[config.mk]
export PLATFORM = sky130hd
export DESIGN_NAME = evict_wb_buffer
export DESIGN_NICKNAME = d
export VERILOG_FILES = /design/src/rtl/evict_wb_buffer.sv
export SDC_FILE = /design/constraint.sdc
export NUM_CORES = 2
export LEC_CHECK = 0
export CAP_MARGIN = 40
export CORE_AREA = 2 2 631 633
export CTS_BUF_LIST = sky130_fd_sc_hd__clkbuf_16
export DETAILED_ROUTE_END_ITERATION = 10
export DIE_AREA = 0 0 633 635
export GPL_TIMING_DRIVEN = 1
export SLEW_MARGIN = 20
export SYNTH_ARGS = -nofsm -noshare
export SYNTH_HDL_FRONTEND = slang
export SYNTH_SLANG_ARGS = --single-unit
[constraint.sdc]
create_clock -name clk_i -period 19.5 [get_ports clk_i]
set_clock_uncertainty 0.1 [all_clocks]
set_input_delay 5.85 -clock clk_i [delete_from_list [all_inputs] [get_ports clk_i]]
set_output_delay 5.85 -clock clk_i [all_outputs]
set_load 0.01 [all_outputs]
[src/rtl/evict_wb_buffer.sv]
// Eviction writeback buffer: an in-order FIFO of dirty evicted cache lines
// waiting to be written to memory, with a combinational address lookup so a
// refill can pick up data that has not reached memory yet.
module evict_wb_buffer #(
  parameter int LINE_WIDTH = 512,
  parameter int ADDR_WIDTH = 32,
  parameter int DEPTH      = 4
) (
  input  logic                    clk_i,
  input  logic                    rst_i,
  input  logic                    push_valid_i,
  output logic                    push_ready_o,
  input  logic                    push_dirty_i,
  input  logic [ADDR_WIDTH-1:0]   push_addr_i,
  input  logic [LINE_WIDTH-1:0]   push_line_i,
  output logic                    mem_wr_valid_o,
  input  logic                    mem_wr_ready_i,
  output logic [ADDR_WIDTH-1:0]   mem_wr_addr_o,
  output logic [LINE_WIDTH-1:0]   mem_wr_data_o,
  input  logic [ADDR_WIDTH-1:0]   lookup_addr_i,
  output logic                    lookup_hit_o,
  output logic [LINE_WIDTH-1:0]   lookup_line_o,
  output logic [$clog2(DEPTH):0]  count_o
);

  localparam int PTR_W = $clog2(DEPTH);
  localparam int CNT_W = PTR_W + 1;
  localparam int OFFS  = $clog2(LINE_WIDTH / 8);
  localparam logic [ADDR_WIDTH-1:0] ALIGN_MASK = {ADDR_WIDTH{1'b1}} << OFFS;
  localparam logic [CNT_W-1:0]      FULL_CNT   = CNT_W'(DEPTH);

  logic [PTR_W-1:0]      r_head;
  logic [PTR_W-1:0]      r_tail;
  logic [CNT_W-1:0]      r_count;
  logic [ADDR_WIDTH-1:0] r_addr_mem [DEPTH];
  logic [LINE_WIDTH-1:0] r_line_mem [DEPTH];

  logic                  w_push_fire;
  logic                  w_store;
  logic                  w_pop;
  logic [ADDR_WIDTH-1:0] w_push_aligned;
  logic [ADDR_WIDTH-1:0] w_lookup_aligned;
  logic                  w_lookup_hit;
  logic [LINE_WIDTH-1:0] w_lookup_line;

  // Ready depends only on the registered count, so there is no path from
  // mem_wr_ready_i to push_ready_o.
  assign push_ready_o     = (r_count != FULL_CNT);
  assign mem_wr_valid_o   = (r_count != '0);
  assign w_push_fire      = push_valid_i && push_ready_o;
  assign w_store          = w_push_fire && push_dirty_i;
  assign w_pop            = mem_wr_valid_o && mem_wr_ready_i;
  assign w_push_aligned   = push_addr_i & ALIGN_MASK;
  assign w_lookup_aligned = lookup_addr_i & ALIGN_MASK;

  // Storage is not reset, so gate the head entry to keep the outputs at zero
  // whenever the buffer is empty.
  assign mem_wr_addr_o    = mem_wr_valid_o ? r_addr_mem[r_head] : '0;
  assign mem_wr_data_o    = mem_wr_valid_o ? r_line_mem[r_head] : '0;
  assign lookup_hit_o     = w_lookup_hit;
  assign lookup_line_o    = w_lookup_line;
  assign count_o          = r_count;

  // Pointer and occupancy tracking; clean pushes are acknowledged but dropped.
  always_ff @(posedge clk_i) begin
    // NOTE: sequential state uses non-blocking assignments so every register
    // samples pre-edge values regardless of statement order.
    if (rst_i) begin
      r_head  <= '0;
      r_tail  <= '0;
      r_count <= '0;
    end else begin
      if (w_store) r_tail <= r_tail + 1'b1;
      if (w_pop)   r_head <= r_head + 1'b1;
      case ({w_store, w_pop})
        2'b10:   r_count <= r_count + 1'b1;
        2'b01:   r_count <= r_count - 1'b1;
        default: r_count <= r_count;
      endcase
    end
  end

  // Entry storage write at the tail.
  always_ff @(posedge clk_i) begin
    // NOTE: the entry arrays have no reset; unoccupied entries are never
    // observed because every read is qualified by the occupancy count.
    if (w_store && !rst_i) begin
      r_addr_mem[r_tail] <= w_push_aligned;
      r_line_mem[r_tail] <= push_line_i;
    end
  end

  // Lookup scans oldest to youngest so the youngest match overrides.
  always_comb begin
    // NOTE: defaults are assigned first so no path through the loop leaves
    // an output unassigned, which would infer a latch.
    w_lookup_hit  = 1'b0;
    w_lookup_line = '0;
    for (int k = 0; k < DEPTH; k++) begin
      if ((CNT_W'(k) < r_count) &&
          (r_addr_mem[r_head + PTR_W'(k)] == w_lookup_aligned)) begin
        w_lookup_hit  = 1'b1;
        w_lookup_line = r_line_mem[r_head + PTR_W'(k)];
      end
    end
  end

endmodule

Yosys cells after proc, flatten, opt, wreduce, memory -nomap -nowiden
Memory sizes are Yosys's and may differ from the RTL's. A register that Yosys moved wholly into a read port is not among the register bits.
Index checks and enable logic that the tools add are counted.
- flip-flop bits (word level): 7
- memory bits (writable): 2152
- output and inout bits: 1062
- logic and storage cells: 50
- memories kept: 2
- memories (name ; words ; bits a word ; rd ports ; clocked after memory_dff ; wr ports ; RTL line ; RTL):
    r_line_mem ; 4 ; 512 ; 4 ; 1 ; 1 ; 36 ; logic [LINE_WIDTH-1:0] r_line_mem [DEPTH];
    r_addr_mem ; 4 ; 26 ; 4 ; 1 ; 1 ; 35 ; logic [ADDR_WIDTH-1:0] r_addr_mem [DEPTH];
- $add $sub $neg: 6
- magnitude comparators: 4
- equal/unequal tests: 7
- muxes and demuxes: 17
- reductions and logical operators: 11
- operators with widths (cell ; number):
    512-bit two-way mux ; 5
    32-bit equality test ; 4
    32-bit two-way mux ; 1
    1-bit logical AND ; 8
    2-bit two-way mux ; 4
    1-bit by 3-bit less-than comparator with 1-bit output, first input constant ; 2
    2-bit by 3-bit less-than comparator with 1-bit output, first input constant ; 2
    1-bit two-way mux ; 6
    3-bit one-hot mux with 2 select lines ; 1
    2-bit by 1-bit adder with 2-bit output, second input constant ; 2
    2-bit adder, second input constant ; 2
    3-bit by 1-bit adder with 3-bit output, second input constant ; 1
    3-bit inequality test, second input constant ; 1
    3-bit nonzero test ; 1
    3-bit by 1-bit subtractor with 3-bit output, second input constant ; 1
    2-bit by 1-bit equality test with 1-bit output, second input constant ; 1
    2-bit equality test, second input constant ; 1
    2-bit nonzero test ; 1
    1-bit zero test ; 1

Longest topological paths before layout
An unclocked memory read counts as a cell.
- word-level depth: 7
- depth in mapped cells: 16

Least setup slack after synthesis
Ideal clock, no wire load.
- kind: input port to flip-flop
- from: input rst_i
- to: memory r_addr_mem[0][0] in the netlist's numbering, enable pin
- setup time: 976 ps
- data arrival time: 18394 ps
- data required time: 18424 ps
- slack: 30 ps
- stages on the path: 3
- cell sequence: clkbuf_1 -> nor2_1 -> and2_1
- cells in the longest elaborated chain, start to end: 4
- RTL lines (item ; RTL line ; RTL):
    from (decl) ; 10 ; input logic rst_i,
    1-bit zero test ; 87 ; if (w_store && !rst_i) begin
    1-bit logical AND ; 87 ;
    1-bit two-way mux ; 87 ;
    1-bit two-way mux (implied by the code) ; 88 ; r_addr_mem[r_tail] <= w_push_aligned;
    to (decl) ; 35 ;
Every way passes these cells.

Final worst setup path
- from: input lookup_addr_i[23]
- to: output lookup_line_o[301]
- cells in the longest elaborated chain, start to end: 6
- elaborated cells on any way between the ends: 12
- RTL lines (item ; RTL line ; RTL):
    from (decl) ; 20 ; input logic [ADDR_WIDTH-1:0] lookup_addr_i,
    32-bit equality test ; 101 ; (r_addr_mem[r_head + PTR_W'(k)] == w_lookup_aligned)) begin
    1-bit logical AND ; 100 ; if ((CNT_W'(k) < r_count) &&
    512-bit two-way mux (3 in a row) ; 100 ;
    512-bit two-way mux * ; 100 ;
    to (decl) ; 22 ; output logic [LINE_WIDTH-1:0] lookup_line_o,
Every way passes the cells marked *; elsewhere a longest branch is shown, timed or not.

==> run_results.csv <==
group,metric,value,unit
outcome,outcome,"finished clean",
sta,post-route-min-period,17.38,ns
routing,drt_wl_total,511000,um
clocking,root_buffer,"clkbuf_16",
clocking,ctsResizeCount,0,
synthesis,synth_cell_types,62,
global_routing,grt_pass1_vias,93942,
routing,route.detailed.drc,0,
routing,firstDrtPassIters,8,
sta,worstMarginPinSlew,1.38,ns
power,clkPwrFrac,26.5,%
power,comb_power_share,44.4,%
synthesis,syn_area_per_cell,12.8,sq um
finish,area_delta_synth_final,23.3,%
synthesis,async_flop_share,0,%
floorplanning,row_count,231,
clocking,cts_buffer_depth,4,
floorplanning,die_y,635,um
global_routing,grt_max_degree,231,
synthesis,ys_seq_area_share,49.1,%
setup_path,end_kind,"primary output",
sta,setup_viol,0,
clocking,cts_setup_buffers,0,
routing,drtAntennaViolNets,0,
floorplanning,start_util,33.4,%
power,leakagePower,51.1,nW
routing,drt-wirelength-per-cell,30.0,um
routing,post_drt_via_cell_ratio,5.89,
power,ir_drop,0.112,mV
floorplanning,io_pins,1643,
floorplanning,dieWidth,633,um
clocking,cts_sinks,2161,
sta,fmaxAchievable,57.5,MHz
sta,fin_hold_ws,0.491,ns
placement,portBuffers,1624,
power,power_density,112,nW/um^2
setup_path,cp-start-kind,"input pin",
setup_path,crit_required,13.55,ns
finish,nets,12024,
routing,dr_total_vias,100264,
global_routing,grt_pass1_wl,715000,um
clocking,cts_tree,"yes",
power,power,18.3,mW
placement,place_area,153000,sq um
clocking,cts.htree.levels,5,
global_routing,grt_overflow,0,
power,p_sw,6.50,mW
placement,place_congestion,0.958,
clocking,clk_pin_slew,0.05,ns
sta,slew_violations,0,
finish,nFillCells,36395,
setup_path,crit_fanout,150,
sta,rsz0062_at_grt,"false",
finish,utilization,41.2,%
floorplanning,core_area,395000,sq um
synthesis,netlist_instances,10328,
finish,drive_gt1_share,18.9,%
synthesis,ys_ff_latch,2161,
job,maxCapViolCount,0,
synthesis,yosysWarnings,0,
clocking,cts_buffers,268,
floorplanning,die-area,402000,sq um
sta,setup_tns,0,ns
placement,hpwlAfterDp,352000,um
clocking,clock_latency,0.88,ns
worst_hold_path,min_path_type,"reg -> reg",
routing,drtIter0Drc,10714,
clocking,hold_buffers,0,
setup_path,criticalPathCategory,"in -> out",
power,p_sw_share,35.6,%
synthesis,syn_area,132000,sq um
sta,slew_headroom,8.03,%
power,seq_power_share,29.1,%
global_routing,antenna_found_initial,226,
sta,fin_crit_sh,89.1,%
global_routing,track_usage,24.4,%
power,p_int,11.8,mW
finish,fin_area,163000,sq um
sta,hold_viol,0,
synthesis,ys.flop_type,"edfxtp_1",
synthesis,synth_edf_count,2152,
setup_path,arrival,11.43,ns
-- registers in the layout, indices dropped and copies added, names as in the netlist, named ones only --
| name | flops |
|---|---|
| count_o | 3 |
| r_addr_mem | 104 |
| r_head | 2 |
| r_line_mem | 2048 |
| r_tail | 2 |
-- cells in the mapped netlist, drive strengths merged (34+ instances only) --
cell    count  share of area, %
edfxtp   2152                49
mux4     1061                18
nor2     1048               3.0
nand2    1045               3.0
clkbuf    731               2.1
mux2i     612               4.6
mux2      530               4.5
a21oi     528               2.0
inv       524               1.5
o21ai     523               2.0
o221ai    516               3.4
o311a     512               3.9
buf       293               1.3
xnor2      53              0.35
xor2       34              0.23
-- power groups by stage --
stage / sequential (mW) / clock (mW) / combinational, mW
global placement: 5.42 / 0 / 7.87
CTS: 5.31 / 4.93 / 8.05
detailed placement: 5.41 / 0 / 8.01
global route: 5.32 / 5.11 / 8.63
finish: 5.31 / 4.83 / 8.11
floorplan: 5.40 / 0 / 5.05
-- worst max-delay path, stage by stage --
cell             delay (ns)
clkdlybuf4s50_1        0.86
nor2_1                 0.14
or4_1                  0.54
a221o_1                0.34
or4_1                  0.63
or2_4                  0.45
buf_12                 0.30
buf_12                 0.32
o221ai_1               0.52
o311a_1                0.24
clkdlybuf4s50_1        0.69
-- placed cells by master, fill, tap and decap left out, drive strengths merged, types with 4 or more instances in the layout --
| cell type | synthesis | layout |
|---|---|---|
| edfxtp | 2152 | 2152 |
| nor3 | 6 | 6 |
| xnor2 | 53 | 53 |
| clkinv | 1 | 98 |
| xor2 | 34 | 34 |
| nor2b | 6 | 6 |
| buf | 293 | 231 |
| diode | 0 | 158 |
| nor4 | 6 | 6 |
| and3 | 8 | 8 |
| nor2 | 1048 | 1048 |
| inv | 524 | 600 |
| clkbuf | 731 | 272 |
| o221ai | 516 | 516 |
| nand2b | 6 | 6 |
| a2bb2oi | 6 | 6 |
| a211oi | 11 | 11 |
| clkdlybuf4s50 | 0 | 1624 |
| ha | 9 | 9 |
| mux2 | 530 | 530 |
| mux2i | 612 | 612 |
| a222oi | 5 | 5 |
| o311a | 512 | 512 |
| o211ai | 5 | 5 |
| nand2 | 1045 | 1045 |
| nand4 | 10 | 10 |
| bufinv | 0 | 17 |
| o21ai | 523 | 523 |
| a21oi | 528 | 528 |
| conb | 1 | 6 |
| o22ai | 11 | 11 |
| dfxtp | 9 | 9 |
| mux4 | 1061 | 1061 |
| and2 | 14 | 14 |
| clkinvlp | 0 | 10 |
| or4 | 4 | 4 |
| a22oi | 7 | 7 |
| nand3 | 5 | 5 |
-- area by class of cell --
type                       instances  area (sq um)  share of cell area [%]
antenna                          158           395                   0.243
clock buffer                     272          6810                    4.18
clock inverter                   200          1670                    1.02
inverter                         525          1970                    1.21
multi-input combinational       6623         60800                    37.4
sequential                      2161         64800                    39.9
tap                             5242          6560                    4.03
timing repair buffer            1855         19700                    12.1
-- path summary, 6_finish.rpt --
path | from | endpoint | slack, ns | cells after the start
max | lookup_addr_i[23] | lookup_line_o[301] | 2.12 | 11
min | r_tail[1] | r_tail[1] | 0.49 | 2
max reg2reg | count_o[0] | r_line_mem[3][432] | 14.55 | 9
min reg2reg | r_tail[1] | r_tail[1] | 0.49 | 2
-- cells by family (layout without fill, tap and decap cells) --
| logic type | Yosys count | in the layout | share of synthesized area (%) |
|---|---|---|---|
| multiplexers | 2203 | 2203 | 27.3 |
| AND/OR/NAND/NOR | 2167 | 2167 | 6.31 |
| flip-flops | 2161 | 2161 | 49.1 |
| AO/OA/AOI/OAI | 2151 | 2151 | 11.7 |
| buffers and inverters | 1549 | 2852 | 4.86 |
| XOR/XNOR | 87 | 87 | 0.578 |
| adder cells (fa/ha/maj) | 9 | 9 | 0.0854 |
| other | 1 | 164 | 0.00284 |
-- per-layer routing --
layer  vias up  part of all wire, %  track usage (%)
li1      43243                    -                -
met1     50943                   37             29.1
met2      4760                   45             37.2
met3      1196                  9.7             7.17
met4       122                  8.4             18.4
met5         -                 0.16                0
-- metrics by stage --
stage | instances | worst slack [ns]
floorplan | 10333 | 0.0296
global placement | 16345 | 2.39
detailed placement | 16387 | 2.38
CTS | 16859 | 2.37
global route | 16978 | 2.18
finish | 17036 | 2.12
Note: power is estimated with default switching activity, not from simulation.
